==> src/rtl/mp_arith_pkg.sv <==
// Shared arithmetic package for the multi-precision datapath blocks:
// default sizes, FSM state encoding and chunk-count helpers.
package mp_arith_pkg;

    localparam int DEFAULT_WIDTH = 256;
    localparam int DEFAULT_CHUNK = 32;
    localparam int BLOCK         = 8;

    typedef enum logic [1:0] {
        IDLE = 2'd0,
        BUSY = 2'd1,
        DONE = 2'd2
    } state_t;

    function automatic int numChunks(input int width, input int chunk);
        return width / chunk;
    endfunction

    // A single-chunk design would still need a one-bit counter.
    function automatic int cntWidth(input int width, input int chunk);
        return ((width / chunk) > 1) ? $clog2(width / chunk) : 1;
    endfunction

endpackage

==> src/rtl/subtractor_chunk.sv <==
// Combinational CHUNK-bit borrow-select subtractor built from 8-bit blocks;
// each block precomputes both borrow-in cases and the incoming borrow picks one.
module subtractor_chunk
    import mp_arith_pkg::*;
#(
    parameter int CHUNK = DEFAULT_CHUNK
)
(
    input  logic [CHUNK-1:0] iA,
    input  logic [CHUNK-1:0] iB,
    input  logic             iC,
    output logic [CHUNK-1:0] oDiff,
    output logic             oC
);

    localparam int NB = CHUNK / BLOCK;

    logic [NB:0] borrow;

    assign borrow[0] = iC;

    for (genvar k = 0; k < NB; k++) begin : g_blk
        logic [BLOCK:0] diffNoBorrow;
        logic [BLOCK:0] diffBorrow;

        // Bit BLOCK of each 9-bit result is that block's borrow-out.
        assign diffNoBorrow = {1'b0, iA[k*BLOCK +: BLOCK]} - {1'b0, iB[k*BLOCK +: BLOCK]};
        assign diffBorrow   = {1'b0, iA[k*BLOCK +: BLOCK]} - {1'b0, iB[k*BLOCK +: BLOCK]}
                              - (BLOCK+1)'(1);

        assign oDiff[k*BLOCK +: BLOCK] = borrow[k] ? diffBorrow[BLOCK-1:0] : diffNoBorrow[BLOCK-1:0];
        assign borrow[k+1]             = borrow[k] ? diffBorrow[BLOCK]     : diffNoBorrow[BLOCK];
    end

    assign oC = borrow[NB];

endmodule

==> src/rtl/mp_subtractor_seq.sv <==
// Sequential multi-precision subtractor: oDiff = iA - iB - iBorrow, one CHUNK-bit
// slice per cycle, LSB chunk first, result published one cycle after the last chunk.
module mp_subtractor_seq
    import mp_arith_pkg::*;
#(
    parameter int WIDTH = DEFAULT_WIDTH,
    parameter int CHUNK = DEFAULT_CHUNK
)
(
    input  logic             iClk,
    input  logic             iRst,
    input  logic             iStart,
    input  logic [WIDTH-1:0] iA,
    input  logic [WIDTH-1:0] iB,
    input  logic             iBorrow,
    output logic             oBusy,
    output logic             oDone,
    output logic [WIDTH-1:0] oDiff,
    output logic             oBorrow
);

    localparam int               N     = numChunks(WIDTH, CHUNK);
    localparam int               CNT_W = cntWidth(WIDTH, CHUNK);
    localparam logic [CNT_W-1:0] LAST  = CNT_W'(N - 1);

    state_t           stateQ, stateD;
    logic [CNT_W-1:0] cntQ, cntD;
    logic [WIDTH-1:0] aQ, aD;
    logic [WIDTH-1:0] bQ, bD;
    logic [WIDTH-1:0] workQ, workD;
    logic [WIDTH-1:0] diffQ, diffD;
    logic             brwQ, brwD;
    logic             doneQ, doneD;
    logic             borrowQ, borrowD;

    logic [CHUNK-1:0] sliceDiff;
    logic             sliceBorrow;

    subtractor_chunk #(
        .CHUNK (CHUNK)
    ) uSlice (
        .iA    (aQ[CHUNK-1:0]),
        .iB    (bQ[CHUNK-1:0]),
        .iC    (brwQ),
        .oDiff (sliceDiff),
        .oC    (sliceBorrow)
    );

    // Operands shift right so the active chunk is always at the bottom; results
    // enter the work register from the top and land in place after N shifts.
    always_comb begin
        stateD  = stateQ;
        cntD    = cntQ;
        aD      = aQ;
        bD      = bQ;
        workD   = workQ;
        brwD    = brwQ;
        doneD   = 1'b0;
        diffD   = diffQ;
        borrowD = borrowQ;

        case (stateQ)
            IDLE: begin
                if (iStart) begin
                    aD     = iA;
                    bD     = iB;
                    brwD   = iBorrow;
                    cntD   = '0;
                    stateD = BUSY;
                end
            end
            BUSY: begin
                aD    = {{CHUNK{1'b0}}, aQ[WIDTH-1:CHUNK]};
                bD    = {{CHUNK{1'b0}}, bQ[WIDTH-1:CHUNK]};
                workD = {sliceDiff, workQ[WIDTH-1:CHUNK]};
                brwD  = sliceBorrow;
                cntD  = cntQ + CNT_W'(1);
                if (cntQ == LAST) begin
                    cntD   = '0;
                    stateD = DONE;
                end
            end
            DONE: begin
                doneD   = 1'b1;
                diffD   = workQ;
                borrowD = brwQ;
                stateD  = IDLE;
                if (iStart) begin
                    aD     = iA;
                    bD     = iB;
                    brwD   = iBorrow;
                    cntD   = '0;
                    stateD = BUSY;
                end
            end
            default: stateD = IDLE;
        endcase
    end

    always_ff @(posedge iClk or posedge iRst) begin
        if (iRst) begin
            stateQ  <= IDLE;
            cntQ    <= '0;
            aQ      <= '0;
            bQ      <= '0;
            workQ   <= '0;
            brwQ    <= 1'b0;
            doneQ   <= 1'b0;
            diffQ   <= '0;
            borrowQ <= 1'b0;
        end else begin
            stateQ  <= stateD;
            cntQ    <= cntD;
            aQ      <= aD;
            bQ      <= bD;
            workQ   <= workD;
            brwQ    <= brwD;
            doneQ   <= doneD;
            diffQ   <= diffD;
            borrowQ <= borrowD;
        end
    end

    assign oBusy   = (stateQ == BUSY);
    assign oDone   = doneQ;
    assign oDiff   = diffQ;
    assign oBorrow = borrowQ;

endmodule

==> config.mk <==
export PLATFORM = sky130hd
export DESIGN_NAME = mp_subtractor_seq
export DESIGN_NICKNAME = d
export VERILOG_FILES = /design/src/rtl/mp_arith_pkg.sv /design/src/rtl/subtractor_chunk.sv /design/src/rtl/mp_subtractor_seq.sv
export SDC_FILE = /design/constraint.sdc
export NUM_CORES = 2
export LEC_CHECK = 0
export CAP_MARGIN = 5
export CORE_ASPECT_RATIO = 1.5
export CORE_MARGIN = 1
export CORE_UTILIZATION = 36
export DETAILED_ROUTE_END_ITERATION = 6
export PLACE_DENSITY = 0.57
export SLEW_MARGIN = 20
export SYNTH_ARGS = -nofsm -noshare
export SYNTH_HDL_FRONTEND = slang
export SYNTH_SLANG_ARGS = --single-unit
==> constraint.sdc <==
create_clock -name iClk -period 90.6 [get_ports iClk]
set_clock_uncertainty 0.15 [all_clocks]
set_input_delay 22.65 -clock iClk [delete_from_list [all_inputs] [get_ports iClk]]
set_output_delay 22.65 -clock iClk [all_outputs]
set_load 0.05 [all_outputs]
# ---- Yosys cells after proc, flatten, opt, wreduce, memory -nomap -nowiden
# Cells that the tools add are included.
dict set report totals {
  register_bits 1032
  input_bits 516
  word_cells 51
}
dict set report op_classes {
  n_addsub 9
  n_eq_ne 6
  muxes 22
  n_reduce_logical 5
}
# cell count
set op_table {}
lappend op_table {{$pmux W256 S2} 2}
lappend op_table {{$mux W256} 2}
lappend op_table {{$sub A8 B8 Y9} 4}
lappend op_table {{$sub A9 B1 Y9 const B} 4}
lappend op_table {{$mux W8} 4}
lappend op_table {{$mux W1} 7}
lappend op_table {{$mux W3} 2}
lappend op_table {{$pmux W2 S3} 1}
lappend op_table {{$pmux W3 S2} 1}
lappend op_table {{$mux W2} 2}
lappend op_table {{$ne A2 B1 Y1 const B} 2}
lappend op_table {{$reduce_and A2 Y1} 2}
lappend op_table {{$add A3 B1 Y3 const B} 1}
lappend op_table {{$eq A3 B3 Y1 const B} 1}
lappend op_table {{$eq A2 B1 Y1 const B} 1}
lappend op_table {{$eq A2 B2 Y1 const B} 1}
lappend op_table {{$logic_not A2 Y1} 1}
lappend op_table {{$ne A2 B2 Y1 const B} 1}
lappend op_table {{$pmux W1 S2} 1}
lappend op_table {{$reduce_bool A2 Y1} 1}
lappend op_table {{$reduce_or A2 Y1} 1}

# ---- Depth between registers and ports, before layout
dict set report logic_depth {
  ltp_word 7
  mapped_depth 16
  mapped_depth_nobuf 15
}

# ---- Modules after synthesis
# From an unflattened synthesis, not the netlist that was laid out.
dict set report hier_totals {
  hier_cells 3656
  area_unflattened_um2 51137.8
}
# mod instances cells_per_inst area_per_inst_um2 seq_area_each_um2
set by_module_without_submodules {}
lappend by_module_without_submodules {mp_subtractor_seq 1 3341 48825.6 25824.8}
lappend by_module_without_submodules {subtractor_chunk 1 315 2312.2 0.0}

# ---- Worst setup path before layout
# OpenSTA, ideal clock, no wires.
dict set report synth_path {
  path_type {input -> register}
  from {input iStart}
  to {register bQ[0]}
  setup_time_ps 136
  t_arrival_ps 24306
  t_required_ps 90314
  path_slack_ps 66007
  cell_stages 7
  cell_sequence {nor2b_1 > nor2_1 > clkbuf_1 > clkbuf_1 > clkbuf_1 > clkbuf_1 > o21ai_0}
}
dict set report synth_via {
  elab_chain_len 2
}
# element line
set synth_lines {}
lappend synth_lines {{from (decl)} mp_subtractor_seq.sv:12} ;# input logic iStart,
lappend synth_lines {{$ne A2 B1 Y1 (no source line)} n/a}
lappend synth_lines {{$reduce_and A2 Y1 (no source line)} n/a}
lappend synth_lines {{to (signal assigned)} mp_subtractor_seq.sv:105} ;# bQ <= '0;
lappend synth_lines {{to (signal assigned)} mp_subtractor_seq.sv:115} ;# bQ <= bD;
lappend synth_lines {{to (decl)} mp_subtractor_seq.sv:29} ;# logic [WIDTH-1:0] bQ, bD;
# No other way between the ends.
# A chain may end at the register's enable or synchronous reset.

==> key figures <==
Critical path
  • Crit. Startpoint: iRst
  • Cell count along the critical path: 7
  • Largest stage delay, worst path: 0.80 ns
  • R2r worst-path depth: 15
  • Buffering stage count on the worst path with inverters included: 7
  • Type of destination of the critical path: async pin
  • Crit path top cell by count: buf_4
  • Cell with the biggest individual delay on the critical path: buf_4
  • WP data required: 91.26 ns
  • WP data arrival: 27.14 ns
  • Family of cells with the greatest summed delay on the critical path: buffers and inverters
  • Kind of launch point of the worst setup path: input pin
  • Worst path cell trace: clkdlybuf4s50_1 > inv_8 > buf_4 > buf_4 > buf_4 > buf_12 > buf_16
  • Reg-to-reg startpoint: aQ[16]
  • Type of the worst setup path: in -> async
  • Peak fanout along the critical path: 100

Hold path
  • Worst hold start: workQ[26]
  • Worst min path class: reg -> reg
  • Hold Path Stages: 2

Layout
  • Highest-count cells in the layout ignoring fill and taps: 1173 x nand2_1, 1031 x dfrtp_1, 774 x clkdlybuf4s50_1
  • # fillers: 11.33k
  • Core utilization of the finished layout: 0.4698
  • Area added between synthesis and finish: 29.45%
  • Share of cells above drive strength 1: 0.1012
  • Most common cell after layout, fill and taps aside: nand2_1
  • # nets final: 5231

Floorplan
  • Standard-cell row count: 156
  • Count of boundary I/O pins: 775
  • Initial core utilization: 0.3629
  • Overall die area: 122800 um2
  • Die extent in x: 286.5 um
  • Core region area: 120400 um2
  • Y dimension of the die: 428.7 um

CTS
  • Postcts setup bufs: 0
  • CTS Hold Bufs: 0
  • Post-CTS resize count: 0
  • Clock net sink count: 1032
  • CTS tree: yes
  • Clock buffers created by TritonCTS: 105
  • Clock Tree Root: clkbuf_16
  • Maximum count of clock buffers along a single path: 3
  • H-tree level count: 3
  • Clock latency reported for the late side of the worst-skew pair: 0.71 ns
  • Clk slew on worst S/H paths: 0.06 ns

Timing
  • Final Hold Fails: 0
  • Unrepaired setup endpoints after global routing: false
  • Max Freq: 37.76 MHz
  • Max_slew headroom: 0.2070
  • Sum Neg Setup Slack: 0 ns
  • Tcrit/Tclk final: 0.2923
  • Fin. max-slew vios: 0
  • Crit path time final: 26.48 ns
  • Total setup violations reported at the end of the flow: 0
  • Transition at the pin with the smallest max-transition slack: 1.189 ns

Logic synthesis
  • Total nets after synthesis: 4567
  • Synth warn: 0
  • Combined area of all synthesized cells: 43700 um2
  • Share of flip-flops with an asynchronous set or reset after synthesis: 1.000
  • Seq/Total Area, Yosys: 0.5909
  • Syn Area/Cell: 10.90 um2
  • Synth cell types: 53
  • Number of synthesized flops with an enable pin: 0
  • Prevailing post-synth register cell: dfrtp_1
  • Number of flip-flops and latches in the synthesized netlist: 1032
  • Post-Synthesis Cells: 4009

Route
  • Final antenna-violating net count: 0
  • Average wire per cell in the routed design: 20.74 um
  • Number of vias after detailed routing: 30.43k
  • Detailed-routing iteration count for the pre-antenna-repair pass: 5
  • # DRC: 0
  • Mean number of vias per cell: 4.784
  • Total Wirelength: 131900 um
  • Drt first-iter violations: 1833

Run
  • Max cap viols: 0

Global route
  • Grt ovf: 0
  • First-pass GRT wire length: 199500 um
  • Number of global-route vias before repair: 31.15k
  • Largest net degree at the start of global routing: 295
  • Overall Global Routing Usage: 0.2153
  • Antenna violations before repair: 96

Placement
  • Quantity of I/O buffers inserted on ports: 774
  • GPL Wtd Cong: 0.8554
  • Sum of net half-perimeters after detailed placement: 96360 um

Pwr
  • Total power: 2296 uW
  • VDD IR max: 0.00002413 V
  • Cell leakage power: 0.02649 uW
  • Areal power density over the cells: 40.58 nW/um2

Run status
  • Status: complete, no violations
-- registers in the layout (all words and copies together) (netlist names) --
signal / cells
aQ: 256
brwQ: 1
stateQ: 2
cntQ: 3
bQ: 256
workQ: 256
oDone: 1
oDiff: 256
oBorrow: 1
-- power by group --
part	leakage, uW	switching [uW]	internal (uW)	total [uW]
logic	0.0119	647	388	1030
registers	0.0129	136	674	810
clock network	0.00177	188	262	451
total	0.0265	972	1320	2300
-- layer usage --
metal  global-route usage  routed length, um
met5                    0                540
met4               0.1008               5950
met3              0.06713               9576
met2               0.3613              64940
met1               0.2482              50910
-- through the flow --
stage / setup slack, ns / hold WS, ns / cell area (um2) / cells
after global routing: 63.44 / 0.3433 / 56560 / 6354
after detailed placement: 63.12 / 0.3068 / 52880 / 6144
after floorplan: 38.76 / 0.2902 / 43700 / 4009
after CTS: 63.89 / 0.3218 / 56470 / 6339
after global placement: 63.15 / 0.3026 / 52860 / 6143
final: 64.12 / 0.3188 / 56570 / 6361
-- path summary, 6_finish.rpt --
kind / slack [ns] / endpoint
max in group iClk: 64.55 / oBusy
hold reg to reg: 0.32 / workQ[26]
setup reg to reg: 86.47 / workQ[253]
hold / removal: 0.32 / workQ[26]
min in group asynchronous: 22.28 / oDiff[3]
setup / recovery: 64.12 / oDiff[150]
-- worst min-delay path, stage by stage, from the launching register on --
cell and delay [ns]:
dfrtp_1 0.34, nand2_1 0.05, nand2_1 0.05
-- layout make-up --
cell class	instances	area (um2)	area share
multi-input combinational	2672	16750	0.2961
inverter	53	214.0	0.003782
sequential	1032	25830	0.4565
clock buffer	159	3134	0.05540
timing repair buffer	809	8170	0.1444
antenna	20	50.05	0.0008846
tap	1580	1977	0.03494
clock inverter	36	450.4	0.007962
-- kinds of logic (layout without fill, tap and decap cells) --
group,after synthesis,after routing,share of synthesized area
and+or+nand+nor,1263,1263,0.1121
DFF,1032,1032,0.5909
muxes,708,708,0.1696
AOI/OAI and AO/OA,614,614,0.07913
buffers and inverters,305,1057,0.02671
xor gates and xnor gates,45,45,0.009018
adders and majority gates,42,42,0.01254
other,0,20,0
-- Yosys cell counts, drive strengths merged (6+ instances only) --
cell type,n,area (um2)
nand2,1173,4403
dfrtp,1032,25820
mux2,259,2917
clkbuf,246,943.4
a21o,10,75.07
o21bai,6,45.04
xnor2,29,254.0
a22o,67,586.8
a21oi,21,120.1
nand3,14,75.07
xor2,16,140.1
mux2i,449,4494
nor3,9,45.04
ha,39,488.0
buf,6,25.02
a31oi,8,50.05
nand2b,7,43.79
nor2,32,120.1
o21ai,484,2422
inv,53,198.9
(Power assumes the default switching activity.)
